### config.mk
export PLATFORM = sky130hd
export DESIGN_NAME = lamp_seq_monitor_flat
export DESIGN_NICKNAME = d
export VERILOG_FILES = /design/src/rtl/lamp_seq_monitor_if.sv /design/src/rtl/lamp_seq_monitor.sv /design/src/flat_wrapper.sv
export SDC_FILE = /design/constraint.sdc
export NUM_CORES = 1
export LEC_CHECK = 0
export CAP_MARGIN = 25
export CORE_ASPECT_RATIO = 1.75
export CORE_MARGIN = 2
export CORE_UTILIZATION = 52
export DETAILED_ROUTE_END_ITERATION = 12
export PLACE_DENSITY = 0.8
export SLEW_MARGIN = 20
export SYNTH_ARGS = -nofsm -noshare
export SYNTH_HDL_FRONTEND = slang
export SYNTH_SLANG_ARGS = --single-unit
### constraint.sdc
create_clock -name clk -period 3.5 [get_ports clk]
set_input_delay 0.7 -clock clk [delete_from_list [all_inputs] [get_ports clk]]
set_output_delay 0.7 -clock clk [all_outputs]
set_load 0.05 [all_outputs]
### src/rtl/lamp_seq_monitor_if.sv
// lamp_seq_monitor_if: lamp bus, clear strobe and monitor result signals
interface lamp_seq_monitor_if #(
  parameter int WIDTH = 4,
  parameter int POS_W = 3,
  parameter int CNT_W = 8
);
  logic [WIDTH-1:0] lamp;
  logic             clr;
  logic [POS_W-1:0] pos;
  logic             locked;
  logic [CNT_W-1:0] lap_cnt;
  logic             err_onehot;
  logic             err_skip;
  logic             err_stuck;
  logic             err_any;
  modport master (
    output lamp, clr,
    input  pos, locked, lap_cnt, err_onehot, err_skip, err_stuck, err_any
  );
  modport slave (
    input  lamp, clr,
    output pos, locked, lap_cnt, err_onehot, err_skip, err_stuck, err_any
  );
endinterface

### src/rtl/lamp_seq_monitor.sv
// lamp_seq_monitor: locks onto a one-hot running light, counts laps, flags sticky errors.
// Define LAMP_MON_LAPCNT_EN to build the lap counter; otherwise lap_cnt is tied to 0.
module lamp_seq_monitor #(
  parameter int WIDTH     = 4,
  parameter int POS_W     = 3,
  parameter int CNT_W     = 8,
  parameter int STUCK_MAX = 1
) (
  input logic clk,
  input logic rset,
  lamp_seq_monitor_if.slave bus
);
  typedef enum logic [1:0] {DARK, ACQUIRE, LOCKED} state_t;
  localparam logic [POS_W-1:0] PMAX = POS_W'(WIDTH);
  localparam logic [POS_W-1:0] PONE = POS_W'(1);
  localparam logic [8:0]       SMAX = 9'(STUCK_MAX);
  state_t           state, state_n;
  logic [POS_W-1:0] pos_q, dp;
  logic [8:0]       hold, hold_n, hold_inc;
  logic             multi, lap_inc, e_oh, e_sk, e_st;
  logic             oh_q, sk_q, st_q, any_q, oh_n, sk_n, st_n;
  always_comb begin
    dp = '0;
    for (int i = 0; i < WIDTH; i++) if (bus.lamp[i]) dp = POS_W'(i + 1);
    multi = |(bus.lamp & (bus.lamp - 1'b1));
    if (multi) dp = '0;
    state_n  = state;
    hold_n   = hold;
    hold_inc = (hold == '1) ? hold : hold + 1'b1;
    lap_inc  = 1'b0;
    e_oh     = multi;
    e_sk     = 1'b0;
    e_st     = 1'b0;
    if (state == LOCKED) begin
      if (multi) state_n = ACQUIRE;
      else if (dp == '0) state_n = DARK;
      else if (pos_q != PMAX && dp == pos_q + 1'b1) hold_n = 9'd1;
      else if (pos_q == PMAX && dp == PONE) begin
        hold_n  = 9'd1;
        lap_inc = 1'b1;
      end else if (dp == pos_q) begin
        hold_n = hold_inc;
        if (hold_inc > SMAX) begin
          e_st    = 1'b1;
          state_n = ACQUIRE;
        end
      end else begin
        e_sk    = 1'b1;
        state_n = ACQUIRE;
      end
    end else if (multi) state_n = ACQUIRE;
    else if (dp == PONE) begin
      state_n = LOCKED;
      hold_n  = 9'd1;
    end else state_n = (dp == '0) ? DARK : ACQUIRE;
  end
  // clr wipes the old value first, so an event in the same cycle still lands
  always_comb begin
    oh_n = (oh_q & ~bus.clr) | e_oh;
    sk_n = (sk_q & ~bus.clr) | e_sk;
    st_n = (st_q & ~bus.clr) | e_st;
  end
  always_ff @(posedge clk or negedge rset) begin
    if (!rset) begin
      state <= DARK;
      pos_q <= '0;
      hold  <= '0;
      oh_q  <= 1'b0;
      sk_q  <= 1'b0;
      st_q  <= 1'b0;
      any_q <= 1'b0;
    end else begin
      state <= state_n;
      pos_q <= dp;
      hold  <= hold_n;
      oh_q  <= oh_n;
      sk_q  <= sk_n;
      st_q  <= st_n;
      any_q <= oh_n | sk_n | st_n;
    end
  end
`ifdef LAMP_MON_LAPCNT_EN
  logic [CNT_W-1:0] lap_q;
  always_ff @(posedge clk or negedge rset) begin
    if (!rset) lap_q <= '0;
    else lap_q <= (bus.clr ? '0 : lap_q) + (lap_inc ? CNT_W'(1) : CNT_W'(0));
  end
  assign bus.lap_cnt = lap_q;
`else
  logic unused_lap;
  assign unused_lap  = lap_inc;
  assign bus.lap_cnt = '0;
`endif
  always_comb begin
    bus.pos        = pos_q;
    bus.locked     = (state == LOCKED);
    bus.err_onehot = oh_q;
    bus.err_skip   = sk_q;
    bus.err_stuck  = st_q;
    bus.err_any    = any_q;
  end
endmodule

### src/flat_wrapper.sv
// flat-port wrapper written by rule: the top's interface ports become plain ports
module lamp_seq_monitor_flat 
#(
  parameter int WIDTH     = 4,
  parameter int POS_W     = 3,
  parameter int CNT_W     = 8,
  parameter int STUCK_MAX = 1
)
  (clk, rset, bus_lamp, bus_clr, bus_pos, bus_locked, bus_lap_cnt, bus_err_onehot, bus_err_skip, bus_err_stuck, bus_err_any);
  lamp_seq_monitor_if #(.WIDTH(WIDTH), .POS_W(POS_W), .CNT_W(CNT_W)) bus_i ();
  input logic clk;
  input logic rset;
  input wire logic [$bits(bus_i.lamp)-1:0] bus_lamp;
  input wire logic [$bits(bus_i.clr)-1:0] bus_clr;
  output wire logic [$bits(bus_i.pos)-1:0] bus_pos;
  output wire logic [$bits(bus_i.locked)-1:0] bus_locked;
  output wire logic [$bits(bus_i.lap_cnt)-1:0] bus_lap_cnt;
  output wire logic [$bits(bus_i.err_onehot)-1:0] bus_err_onehot;
  output wire logic [$bits(bus_i.err_skip)-1:0] bus_err_skip;
  output wire logic [$bits(bus_i.err_stuck)-1:0] bus_err_stuck;
  output wire logic [$bits(bus_i.err_any)-1:0] bus_err_any;
  assign bus_i.lamp = bus_lamp;
  assign bus_i.clr = bus_clr;
  assign bus_pos = bus_i.pos;
  assign bus_locked = bus_i.locked;
  assign bus_lap_cnt = bus_i.lap_cnt;
  assign bus_err_onehot = bus_i.err_onehot;
  assign bus_err_skip = bus_i.err_skip;
  assign bus_err_stuck = bus_i.err_stuck;
  assign bus_err_any = bus_i.err_any;
  lamp_seq_monitor #(.WIDTH(WIDTH), .POS_W(POS_W), .CNT_W(CNT_W), .STUCK_MAX(STUCK_MAX)) u_core (.clk(clk), .rset(rset), .bus(bus_i));
endmodule
**Word-level counts from Yosys, hierarchy flattened**

Index checks and enable logic that the tools add are counted.
Widths: inputs -> output; s select.

- Flip-flop bits (word level): 18
- Input bits: 7
- Output and inout port bits: 16
- Logic and storage cells: 78

- $add $sub $neg: 3
- $lt $le $gt $ge: 1
- Equality and inequality tests: 12
- Mux-type cells: 37
- Bitwise operators: 11
- Reductions and logical operators: 7

Operators with widths:

| kind | count |
|---|---|
| $mux 9 | 9 |
| $mux 2 | 9 |
| $mux 1 | 15 |
| $mux 3 | 4 |
| $add 9x1->9 const B | 1 |
| $eq 9x9->1 const B | 1 |
| $gt 9x1->1 const B | 1 |
| $ne 4x2->1 const B | 2 |
| $eq 3x3->1 | 2 |
| $ne 5x3->1 const B | 1 |
| $or 1x1->1 | 5 |
| $and 4x4->4 | 1 |
| $ne 4x1->1 const B | 1 |
| $reduce_and 4->1 | 1 |
| $reduce_or 4->1 | 1 |
| $sub 4x1->4 const B | 1 |
| $add 3x1->3 const B | 1 |
| $and 1x1->1 | 3 |
| $eq 3x1->1 const B | 1 |
| $eq 3x3->1 const B | 1 |
| $logic_not 3->1 | 1 |
| $ne 3x3->1 const B | 1 |
| $reduce_and 3->1 | 1 |
| $eq 2x2->1 const B | 1 |
| other kinds (4) | 6 |

**Logic depth before layout (Yosys ltp)**

- Depth in word-level cells: 15
- Gate-level depth with buffers: 7
- Depth with buffers taken out: 7

**Worst setup path before layout**

OpenSTA, ideal clock, no wires.

- Path type: register to register
- Start point: register u_core.state[0]
- End point: register u_core.hold[1]
- Setup time: 121 ps
- Arrival time: 2312 ps
- Required time: 3379 ps
- Path slack: 1067 ps
- Cell stages (with the launch flop): 6
- Buffers on the path: 0
- Clock period less this slack: 2433 ps
- Cell sequence: dfrtp_1 -> nor2b_1 -> a21oi_1 -> o31ai_1 -> o21ai_0 -> a22o_1

- Word-level cells in the longest chain between the ends: 3
- Elaborated cells on any way between the ends: 6
- Classes of those cells: eq/ne (3); mux (1); reduce/logical (2)

RTL lines:

| element | RTL line | RTL |
|---|---|---|
| from (decl) | lamp_seq_monitor.sv:17 | `state_t state, state_n;` |
| from (signal assigned) | lamp_seq_monitor.sv:73 | `state <= state_n;` |
| $eq 2x2->1 * | n/a |  |
| named net bus_locked | flat_wrapper.sv:16 | `output wire logic [$bits(bus_i.locked)-1:0] bus_locked;` |
| $ne 4x1->1 (no source line), or another cell as far along | n/a |  |
| $reduce_and 4->1 (no source line) | n/a |  |
| to (signal assigned) | lamp_seq_monitor.sv:75 | `hold <= hold_n;` |
| to (decl) | lamp_seq_monitor.sv:19 | `logic [8:0] hold, hold_n, hold_inc;` |

The timed path passes the listed nets; every way through them passes the cells marked *.
A chain may end at the register's enable or synchronous reset.

**Worst setup path in the final report**

- Start point: input bus_lamp[0]
- End point: register u_core.state[0]

- Word-level cells in the longest chain between the ends: 12
- Elaborated cells on any way between the ends: 27
- Classes of those cells: add/sub (1); eq/ne (6); mux (14); bitwise (1); reduce/logical (5)

RTL lines:

| element | RTL line | RTL |
|---|---|---|
| from (decl) | flat_wrapper.sv:13 | `input wire logic [$bits(bus_i.lamp)-1:0] bus_lamp;` |
| branches (longest 12 deep; another with $sub 4x1->4) | n/a |  |

Parallel ways; which one is timed is not known. The select of a mux whose other input is x is not followed.

==> reports/qor.txt <==
Initial Utilization -> 53.4%
# rows -> 24
Critical Path Sink -> u_core.state[0]
Sink Count -> 18
Hold buffers post-CTS -> 0
Grt total ovfl -> 0
Drt initial violations -> 21
Slew HR -> 43.7%
Worst-Margin Slew -> 0.842 ns
Crit path depth -> 7
Startpoint type of the worst setup path -> input pin
EDFF count, synth -> 0
CP max stage delay -> 0.69 ns
Fin crit period -> 2.81 ns
Most common cell in the synthesized netlist -> dfrtp_1
Reg2Reg Depth -> 6
Post-synth ARST share -> 100%
Final setup viols -> 0
Vias in the first global route -> 1148
Crit end category -> flip-flop
Sw frac -> 29.5%
Initial antenna violation count -> 0
Vias per cell -> 6.02
Drt first pass iters -> 4
Multi-input logic area -> 753 sq um
Avg WL per Cell -> 15.4 microns
Post-CTS sizing -> 0
Net Sw Power -> 144 uW
Post-DP HPWL -> 2290 microns
Synthesized area -> 1300 sq um
Die area -> 2930 sq um
Yosys warning count -> 0
PortBufs -> 14
I/O pin cnt -> 23
First-pass GRT wire length -> 4800 microns
Core Area -> 2430 sq um
Clock power share -> 35.0%
Top post-synthesis cells by area -> dfrtp_1 (35%), a21oi_1 (5.4%), buf_4 (5.2%)
Crit path max-delay cell type -> clkdlybuf4s50_1
Routed Antenna Nets -> 0
Setup Skew -> 0.00289 ns
Sequential power share -> 44.7%
Post-CTS Setup Inserts -> 0
Cells after Synth -> 144
WP buf/inv -> 1
H-tree level count -> 1
Yosys cell types -> 46
PwrDens -> 333 nW/um^2
Layout cells sized above 1 -> 6.92%
GP Congestion -> 0.867
Tot GR Track Use -> 21.0%
Final Core Density -> 60.4%
Top cells by count, synth -> dfrtp_1 (18), a21oi_1 (14), nor2_1 (10)
Fmax -> 356 MHz
CTS tree -> yes
Crit path from -> bus_lamp[0]
Clock root buffer -> clkbuf_8
# Max-Cap Violations -> 0
P_int -> 344 uW
R2R Path End -> u_core.state[0]
Most used DFF post-synth -> dfrtp_1
Setup tns final -> 0 ns
Mean Syn Cell Area -> 9.03 sq um
Leak Pwr -> 0.000607 uW
Cell family with most CP delay -> compound AO/OA/AOI/OAI gates
Final Hold Fails -> 0
Reg2Reg Launch Point -> u_core.bus.pos[1]
Crit path required time -> 3.63 ns
Status -> finished clean
R2R Setup Slk -> 1.40 ns
Hold Crit Class -> flip-flop to flip-flop
P&R area growth vs syn -> 13.0%
Via count -> 1113
WL final -> 2860 microns
Largest net degree at the start of global routing -> 19
Comb power frac -> 20.4%
Crit share post-route -> 80.3%
RSZ-0062 raised after global routing -> no
#FFs+latches synth -> 18
Maximum VDD drop -> 0.193 mV
TritonCTS Buffers -> 3
Ant. Diodes -> 0
Worst Path Arrival -> 2.94 ns
FF/Latch Area -> 450 sq um
Chip height -> 70.1 microns
Worst Setup Path Type -> input pin to flip-flop
Largest fanout on the critical path -> 11
Die width -> 41.8 microns
Clock latency at the later pin of the worst-skew pair -> 0.26 ns
Synth top area share -> 34.6%
DRC Markers -> 0
Clock Pin Slew Worst Setup and Hold Paths -> 0.07 ns
Cell-by-cell listing of the critical path -> clkdlybuf4s50_1, or3b_1, a2111oi_4, o31ai_4, or2_1, o2bb2ai_1, a21oi_1
Count of pins over their slew limit -> 0
Filler Cells Inserted -> 214
Post-synth top area cell -> dfrtp_1
Clock buffer depth -> 2
Sequential area share after synthesis -> 34.6%
# nets final -> 170
-- cell type report --
class                      instances  share of cell area [%]
timing repair buffer              15                    10.1
clock buffer                       4                    3.75
inverter                           8                    2.04
multi-input combinational        114                    51.3
sequential                        18                    30.7
tap                               26                    2.21
-- sequential cells by signal, summed over array words and instances, names as in the netlist --
name                   cells
u_core.bus.pos             3
u_core.bus.err_any         1
u_core.bus.err_onehot      1
u_core.state               2
u_core.bus.err_skip        1
u_core.hold                9
u_core.bus.err_stuck       1
-- through the flow --
step                instance area, sq um  total power, uW  hold WS (ns)  std cells  worst slack [ns]
global placement                    1410              319         0.511        181             0.488
CTS                                 1470              490         0.542        185             0.689
global route                        1470              502         0.573        185             0.533
floorplan                           1330              303         0.404        151              1.07
finish                              1470              489         0.532        185             0.690
detailed placement                  1410              322         0.533        181             0.420
-- layout by cell type (no fill, tap or decap), types with 6 or more instances in the layout --
master / count
a21oi_1: 14
clkdlybuf4s50_1: 14
conb_1: 8
dfrtp_1: 18
inv_1: 8
nand2_1: 6
nand3_1: 6
nor2_1: 10
o21ai_0: 9
-- worst min path at each step --
| stage | depth (start not counted) | end | startpoint |
|---|---|---|---|
| after global placement | 1 | u_core.hold[0] | u_core.hold[0] |
| after floorplan | 0 | u_core.bus.err_any | rset |
| after detailed placement | 1 | u_core.hold[0] | u_core.hold[0] |
| after CTS | 1 | u_core.hold[0] | u_core.hold[0] |
| final | 1 | u_core.hold[0] | u_core.hold[0] |
| after global routing | 1 | u_core.hold[0] | u_core.hold[0] |
-- per-layer routing --
layer / track usage (%) / up-vias / wire length [microns]
met4: 11.1 / 0 / 74
met3: 1.81 / 7 / 68
met1: 20.0 / 535 / 992
met5: 0 / - / 0
li1: - / 539 / -
met2: 41.7 / 32 / 1720
-- power groups by stage --
stage	combinational (uW)	clock, uW	sequential [uW]
finish	99.4	171	218
detailed placement	99.4	0	222
floorplan	69.6	0	233
global placement	97.2	0	222
global route	107	176	219
CTS	99.6	172	218
-- cell families after synthesis --
| family | synth area share (%) |
|---|---|
| mux | 1.54 |
| xor+xnor | 4.04 |
| flops | 34.6 |
| compound gates | 24.0 |
| fa+ha+maj | 2.89 |
| simple gates | 23.2 |
| other cells | 0.288 |
| buf+inv | 9.43 |
Note: power is estimated with default switching activity, not from simulation.
